==> config.mk <==
export PLATFORM = sky130hd
export DESIGN_NAME = dmem_arbiter
export DESIGN_NICKNAME = d
export VERILOG_FILES = /design/src/rtl/dmem_arbiter.sv
export SDC_FILE = /design/constraint.sdc
export NUM_CORES = 1
export LEC_CHECK = 0
export CORE_UTILIZATION = 40
export CTS_CLUSTER_DIAMETER = 200
export DETAILED_ROUTE_END_ITERATION = 6
export DONT_BUFFER_PORTS = 1
export PLACE_DENSITY = 0.55
export SLEW_MARGIN = 20
export SYNTH_ARGS = -nofsm -noshare
export SYNTH_HDL_FRONTEND = slang
export SYNTH_SLANG_ARGS = --single-unit
==> constraint.sdc <==
create_clock -name clk -period 5.6 [get_ports clk]
set_input_delay 1.12 -clock clk [delete_from_list [all_inputs] [get_ports clk]]
set_output_delay 1.12 -clock clk [all_outputs]
set_load 0.02 [all_outputs]
==> src/rtl/dmem_arbiter.sv <==
// Two-requester arbiter/sequencer for the single-port data memory: accept, one ACCESS cycle, one RESP cycle.
// Optional round-robin arbitration when DMEM_ARB_ROUND_ROBIN_EN is defined; fixed priority (r0 wins) otherwise.
module dmem_arbiter #(
  parameter int ADDR_W = 32,
  parameter int DATA_W = 32
) (
  input  logic              clk,
  input  logic              rst,
  input  logic              r0_valid,
  output logic              r0_ready,
  input  logic              r0_we,
  input  logic [ADDR_W-1:0] r0_addr,
  input  logic [DATA_W-1:0] r0_wdata,
  input  logic              r1_valid,
  output logic              r1_ready,
  input  logic              r1_we,
  input  logic [ADDR_W-1:0] r1_addr,
  input  logic [DATA_W-1:0] r1_wdata,
  output logic              rsp_valid,
  output logic              rsp_id,
  output logic [DATA_W-1:0] rsp_rdata,
  output logic              rsp_err,
  output logic              mem_en,
  output logic              mem_we,
  output logic [ADDR_W-1:0] mem_addr,
  output logic [DATA_W-1:0] mem_wdata,
  input  logic [DATA_W-1:0] mem_rdata,
  output logic              pipe_stall
);

  // state  | meaning
  // IDLE   | waiting for a request; one ready may be high
  // ACCESS | captured request driven onto the memory (aligned only)
  // RESP   | one-cycle response pulse to the owner
  typedef enum logic [1:0] {IDLE, ACCESS, RESP} state_t;

  state_t              state, state_nx;
  logic                grant0, grant1;
  logic                accept, accept_id;
  logic                id_q, we_q;
  logic [ADDR_W-1:0]   addr_q;
  logic [DATA_W-1:0]   wdata_q;
  logic                in_access, aligned, mem_go;

`ifdef DMEM_ARB_ROUND_ROBIN_EN
  logic prio_q;

  always_comb begin
    grant0 = r0_valid & (~r1_valid | ~prio_q);
    grant1 = r1_valid & (~r0_valid | prio_q);
  end

  // pointer moves to the requester that just lost (or was not granted)
  always_ff @(posedge clk or posedge rst) begin
    if (rst)         prio_q <= 1'b0;
    else if (accept) prio_q <= ~accept_id;
  end
`else
  always_comb begin
    grant0 = r0_valid;
    grant1 = r1_valid & ~r0_valid;
  end
`endif

  assign accept    = r0_ready | r1_ready;
  assign accept_id = r1_ready;
  assign in_access = (state == ACCESS);
  assign aligned   = (addr_q[1:0] == 2'b00);
  assign mem_go    = in_access & aligned;

  always_ff @(posedge clk or posedge rst) begin
    if (rst) state <= IDLE;
    else     state <= state_nx;
  end

  always_comb begin
    state_nx  = state;
    r0_ready  = 1'b0;
    r1_ready  = 1'b0;
    mem_en    = 1'b0;
    mem_we    = 1'b0;
    mem_addr  = '0;
    mem_wdata = '0;
    case (state)
      IDLE: begin
        r0_ready = grant0;
        r1_ready = grant1;
        if (grant0 | grant1) state_nx = ACCESS;
      end
      ACCESS: begin
        mem_en    = mem_go;
        mem_we    = mem_go & we_q;
        mem_addr  = mem_go ? addr_q : '0;
        mem_wdata = mem_go ? wdata_q : '0;
        state_nx  = RESP;
      end
      RESP:    state_nx = IDLE;
      default: state_nx = IDLE;
    endcase
  end

  always_ff @(posedge clk or posedge rst) begin
    if (rst) begin
      id_q    <= 1'b0;
      we_q    <= 1'b0;
      addr_q  <= '0;
      wdata_q <= '0;
    end else if (accept) begin
      id_q    <= accept_id;
      we_q    <= accept_id ? r1_we    : r0_we;
      addr_q  <= accept_id ? r1_addr  : r0_addr;
      wdata_q <= accept_id ? r1_wdata : r0_wdata;
    end
  end

  // response registers hold zero everywhere except the RESP cycle
  always_ff @(posedge clk or posedge rst) begin
    if (rst) begin
      rsp_valid <= 1'b0;
      rsp_id    <= 1'b0;
      rsp_err   <= 1'b0;
      rsp_rdata <= '0;
    end else begin
      rsp_valid <= in_access;
      rsp_id    <= in_access & id_q;
      rsp_err   <= in_access & ~aligned;
      rsp_rdata <= (mem_go & ~we_q) ? mem_rdata : '0;
    end
  end

  assign pipe_stall = r0_valid & ~((state == RESP) & ~rsp_id);

endmodule

Word-level counts from Yosys, hierarchy flattened
Cells that the tools add are included.

word-level totals
  register bits after elaboration = 103
  input port bits = 166
  output and inout bits = 104
  logic and storage cells = 43

operators by class
  equal/unequal tests = 3
  multiplexer cells = 14
  bitwise gates (word level) = 15
  reductions and logical operators = 2

operators with widths
  kind                count
  $mux 32             7
  $and 1x1->1         8
  $mux 1              5
  $not 1->1           5
  $logic_not 2->1     2
  $pmux 2 s2          1
  $eq 2x1->1 const B  1
  $eq 2x2->1 const B  1
  $mux 2              1
  $ne 2x2->1 const B  1
  $or 1x1->1          2

Depth between registers and ports, before layout
Gate-level depths: netlist of run 1.

  depth in word-level cells = 5
  mapped depth = 6
  gate-level depth less buffers = 3

Worst setup path before layout of run 1
No wires, ideal clock.

  path kind = input -> output
  start = input r0_valid
  end = output r1_ready
  arrival time = 2114 ps
  data required time = 4480 ps
  slack = 2366 ps
  stages on the path = 5
  path buffers = 3
  path through = or4b_1 -> clkbuf_1 -> buf_6 -> buf_6 -> inv_1

on the way
  longest elaborated chain between the ends = 3

ends and longest elaborated chain
  item             line  RTL
  start, declared  9     input logic r0_valid,
  $not 1->1        61    grant1 = r1_valid & ~r0_valid;
  $and 1x1->1      61
  $mux 1           84    case (state)
  end, declared    15    output logic r1_ready,

Every way passes these cells.

Worst setup path in the final report of run 1
  start = register state[0]
  end = output mem_addr[26]

on the way
  longest elaborated chain between the ends = 4

ends and longest elaborated chain
  item                    line  RTL
  start, declared         37    state_t state, state_nx;
  start signal, assigned  73    else state <= state_nx;
  $eq 2x1->1 (*)          67    assign in_access = (state == ACCESS);
  named net in_access     43    logic in_access, aligned, mem_go;
  $and 1x1->1             69    assign mem_go = in_access & aligned;
  $mux 32                 93    mem_addr = mem_go ? addr_q : '0;
  $mux 32 (*)             84
  end, declared           25    output logic [ADDR_W-1:0] mem_addr,

Mark *: on every way through the listed nets, which the timed path passes. The rest lies on a longest branch.

==> metrics, run 1 <==
status finished, violations left; failing checks design-rule violations; Syn Area/Cell 12.3 µm²; share of layout cells above drive strength 1 between 20 and 25%; largest net degree at the start of global routing between 60 and 70; Die Height between 100 and 150 µm; post-synthesis cell count 386; worst reg2reg path depth 3; Fillers ~1,100; max_cap viols 0; pin slew with the least headroom to its limit 1040 ps; Vias 2,910; Initial Utilization 41.3%; post-CTS setup repair buffer count 0; multi-input logic area 1990 µm²; max_slew headroom 30.6%; I/O pins 270; hold_ws 484 ps; Stages on worst setup path 3; antenna violations before repair 0; Area Growth Syn to Fin 7.52%; Die X-Extent 111 µm; crit-path max FO 68; library cells used by synthesis 21; Placed Area 4820 µm²; vias in the first global route between 2,000 and 3,000; CP required roughly 4500 ps; min-delay worst type flip-flop to flip-flop; area of the die 12,300 µm²; Post-Syn Area around 4800 µm²; Tcrit/Tclk final 56.8%; type of origin of the critical path flip-flop; yosys synthesis warning count 0; Detailed Place HPWL approximately 7000 µm; CP peak stage delay ~650 ps; Inserted Clock Buffers 9; wire length per cell roughly 20 µm; Worst path top cell family by delay simple AND/OR/NAND/NOR gates; minimum clock period 3180 ps; Max clock buf depth 2; WHS Path Cells 1; clock skew about 5.4 ps; final hold vios 0; residual DRC count 36; unrepaired setup endpoints after global routing false; Tot GR Track Use 16.9%; first-pass GRT wire length 16,100 µm; crit path kind flip-flop to primary output; leakage power 2.48 nW; Buf/Inv on CP 0; sequential fraction of the synthesis area between 50% and 60%; Worst VDD drop 170 µV; core area ~12,000 µm²; drt total wl ~10,000 µm; flops & latches, synth 103; # port buffers 0; sequential cell area between 2000 and 3000 µm²; Final TNS setup 0 ps; root buf cell clkbuf_16; diode count 0; routed vias/inst 5.68; Final GP Congestion 0.711; Overflow after GRT 0; cts hold-fix bufs 0; nets@finish around 530; Slew Limit Fails 0; CTS sink cnt 103; Initial DRC Count 158; Detail Route Antenna Nets 0; DRT Pass-1 Iters 7; Peak Freq 0.314 GHz; Cell Pwr Density around 520 nW/µm²; number of H-tree levels 3; Clock Latency Late Sink 330 ps; Design Area, Final just over 5000 µm²; critical path capture point type primary output; Worst Path Arrival 2060 ps; Rows 39; crit-path cells nor2b_1, and3_4, and2_1; Slowest cell on crit path and3_4; post-CTS sizing 0; Setup-failing EPs final 0; CTS tree done; clk slew on worst S/H paths 60 ps
[per-stage QoR]
stage	std cells	power [mW]	util, %	setup WS (ps)
floorplan	387	1.89	-	1780
global placement	497	2.04	41.9	2520
detailed placement	497	2.05	41.9	2430
CTS	512	2.68	44.4	2050
global route	512	2.81	44.4	2220
finish	512	2.64	44.4	2420
[cells in the mapped netlist, drive strengths merged]
master	number	area, µm²
a21boi	1	7.51
dfrtp	103	2580
and2	64	400
nor2b	3	18.8
nor3b	1	7.51
a22o	62	543
or4b	1	10.0
and3	33	206
buf	10	80.1
inv	7	26.3
o21ai	1	5.00
o31a	1	8.76
nor3	1	5.00
mux2i	3	30.0
nor2	1	3.75
a22oi	3	22.5
mux2	62	698
clkbuf	28	105
conb	1	3.75
[cells by family after synthesis]
| kind of cell | Yosys count | share of synthesized area [%] |
|---|---|---|
| other | 1 | 0.0788 |
| AOI/OAI and AO/OA | 68 | 12.3 |
| DFF | 103 | 54.2 |
| muxes | 65 | 15.3 |
| and+or+nand+nor | 104 | 13.7 |
| buffers and inverters | 45 | 4.44 |
[layout make-up]
cell class,count,area share [%]
clock inverters,3,0.856
flip-flops and latches,103,50.4
inverters,7,0.562
repair buffers,5,0.978
well taps,143,3.50
clock buffers,12,4.82
multi-input cells,239,38.9
[per-layer routing]
metal	part of all wire (%)	track usage, %	vias to the layer above
met5	0	0	-
met1	39	18.8	1426
met2	51	29.6	152
met4	1.1	6.58	0
li1	-	-	1323
met3	8.8	5.96	9
[cell usage in the layout, fill, tap and decap left out, types with 2 or more instances in the layout]
| cell type | count |
|---|---|
| a22o_1 | 62 |
| a22oi_1 | 3 |
| and2_1 | 64 |
| and3_1 | 32 |
| buf_4 | 4 |
| clkbuf_1 | 2 |
| clkbuf_16 | 9 |
| conb_1 | 2 |
| dfrtp_1 | 103 |
| inv_1 | 6 |
| mux2_2 | 62 |
| mux2i_1 | 3 |
| nor2b_1 | 2 |
[where the power goes]
group | switching [mW] | internal, mW | leakage [nW] | total, mW
logic | 0.437 | 0.397 | 1.06 | 0.835
registers | 0.169 | 1.02 | 1.28 | 1.19
clock network | 0.253 | 0.357 | 0.143 | 0.610
[path summary, 6_finish.rpt]
path,from,to,slack (ps)
worst max-delay path,state[0],mem_addr[26],2420
worst min-delay path,id_q,rsp_id,480
worst max register to register,state[0],addr_q[2],3390
worst min register to register,id_q,rsp_id,480
max in group asynchronous,rst,addr_q[1],3750
min in group asynchronous,rst,addr_q[16],690
[worst reg2reg max path, cell delays in order (launching register included)]
cell	delay, ps
dfrtp_1	430
nor3_2	860
buf_12	360
mux2_2	440
[flip-flops by register name (all words and copies together), names as in the netlist]
name / cells
addr_q: 32
id_q: 1
rsp_err: 1
rsp_id: 1
rsp_rdata: 32
rsp_valid: 1
state: 2
wdata_q: 32
we_q: 1
Note: power is estimated with default switching activity, not from simulation.
==> inputs of run 2 (changes only) <==
PLACE_DENSITY = 0.57   (was 0.55)
clock period = 2.75 ns   (was 5.6 ns; I/O delays follow)
==> run 2 against run 1 <==
The run still ends with design-rule violations left. Sequential cell count unchanged. Sequential share of layout area decreased by 1.5 points. Sequential power increased by 100%. Via count increased by 2.0%. Global-route usage increased by 0.77 points. Worst setup slack got worse by 2200 ps. Clock power increased to 2.5 times the previous value. Clock skew increased by 2.4 ps. Final area increased by 3.1%. Non-clock buffer count increased by 6. Critical path type unchanged.
==> metrics, run 2 (synthesized netlist as in run 1, its figures left out) <==
status finished, violations left; failing checks design-rule violations; diode count 0 (unchanged); pin slew with the least headroom to its limit 781 ps (-254 ps); Area Growth Syn to Fin 10.8%; Top Registers addr_q x32, rsp_rdata x32, wdata_q x32; Final TNS setup 0 ps (unchanged); post-CTS setup repair buffer count 0 (unchanged); number of H-tree levels 3 (unchanged); clk slew on worst S/H paths 70 ps (about the same); largest net degree at the start of global routing 46 (-33%); Setup-failing EPs final 0 (unchanged); root buf cell clkbuf_16; residual DRC count 38 (+5.6%); post-CTS sizing 0 (unchanged); CTS sink cnt 103 (unchanged); Vias 2,969 (+2.0%); Peak Freq between 0.3 and 0.4 GHz; Tcrit/Tclk final 92.9%; Placed Area 4910 µm² (+1.7%); area of the die 12,300 µm² (unchanged); Max clock buf depth 2 (unchanged); minimum clock period 2560 ps; Cell Pwr Density 1080 nW/µm² (+110%); Inserted Clock Buffers 9 (unchanged); Die Height 111 µm (unchanged); # port buffers 0 (unchanged); Detail Route Antenna Nets 0 (unchanged); type of origin of the critical path flip-flop; antenna violations before repair 0 (unchanged); leakage power 2.56 nW (+3.2%); unrepaired setup endpoints after global routing false; Detailed Place HPWL 7590 µm (+7.3%); Worst Path Arrival 2010 ps (-50 ps); DRT Pass-1 Iters 7 (unchanged); critical path capture point type primary output; share of layout cells above drive strength 1 24.8% (+1.8 points); first-pass GRT wire length 16,600 µm (+2.9%); most common cell after layout, fill and taps aside dfrtp_1; crit path kind flip-flop to primary output; Rows 39 (unchanged); cts hold-fix bufs 0 (unchanged); routed vias/inst 5.73 (+0.85%); core area 11,500 µm² (unchanged); Die X-Extent 111 µm (unchanged); Worst VDD drop 492 µV (+190%); Design Area, Final 5280 µm² (+3.1%); final core occ 45.8% (+1.4 points); CTS tree done; Final GP Congestion 0.677 (-4.8%); clock skew 7.74 ps (+2.39 ps); final hold vios 0 (unchanged); min-delay worst type primary input to async pin; total power 5.69 mW (+120%); nets@finish 537 (+1.1%); max_cap viols 0 (unchanged); setup ws final 194 ps (-2220 ps); commonest cells after routing, fill and taps aside dfrtp_1 (103), and2_1 (64), a22o_1 (62), mux2_2 (62), and3_1 (32); I/O pins 270 (unchanged); Fillers 1,051 (-3.4%); Initial DRC Count 193 (+22%); pre-CTS setup slack 462 ps (-1970 ps); Tot GR Track Use 17.7% (+0.77 points); Initial Utilization 41.3% (unchanged); Slew Limit Fails 0 (unchanged); Overflow after GRT 0 (unchanged); wire length per cell 20.7 µm (+2.9%); Clock Latency Late Sink 340 ps (about the same); max_slew headroom 47.8% (+17 points); vias in the first global route 3,000 (+0.87%); drt total wl 10,700 µm (+4.1%); CP required 2200 ps (-2280 ps); crit-path max FO 39 (-43%)
## run 2: cell types whose count changed in the layout (fill, tap and decap cells not counted), sizes merged
cell      change
clkinv        -2
clkinvlp      +1
clkbuf        -2
buf           +6
bufinv        +3
## run 2: area by class of cell
type	count	area (µm²)	share of cell area, %
Sequential cell	103	2580	48.9
Clock buffer	10	239	4.53
Tap cell	143	179	3.39
Inverter	7	30.0	0.569
Timing Repair Buffer	11	133	2.51
Clock inverter	5	129	2.44
Multi-Input combinational cell	239	1990	37.7
## run 2: per-stage QoR
step           hold slack, ps  std cells
6_report                  203        518
2_1_floorplan             454        387
5_1_grt                   249        518
3_3_place_gp              474        503
3_5_place_dp              478        503
4_1_cts                   220        518
## run 2: power breakdown
group / switching (mW) / internal, mW / total (mW)
Clock: 0.547 / 1.00 / 1.55
Sequential: 0.330 / 2.09 / 2.42
Combinational: 0.896 / 0.826 / 1.72
## run 2: metal layers
metal	up-vias	share of wire [%]	track usage (%)
met4	0	1.9	8.56
met1	1462	39	20.1
met2	161	51	30.6
li1	1333	-	-
met3	13	8.1	5.03
met5	-	0	0
## run 2: worst paths after layout
path	slack [ps]	end	start	depth (start not counted)
worst max-delay path	190	mem_addr[26]	state[0]	4
worst min-delay path	200	wdata_q[19]	rst	1
worst max register to register	510	addr_q[23]	state[0]	4
worst min register to register	500	addr_q[7]	addr_q[7]	1
max in group asynchronous	1900	rsp_rdata[19]	rst	2
min in group clk	370	rsp_rdata[9]	mem_rdata[9]	1
## run 2: worst max-delay path, stage by stage (launching register included)
cell and delay (ps):
dfrtp_1 420, nor2b_1 310, and3_2 240, buf_4 340
and2_1 330
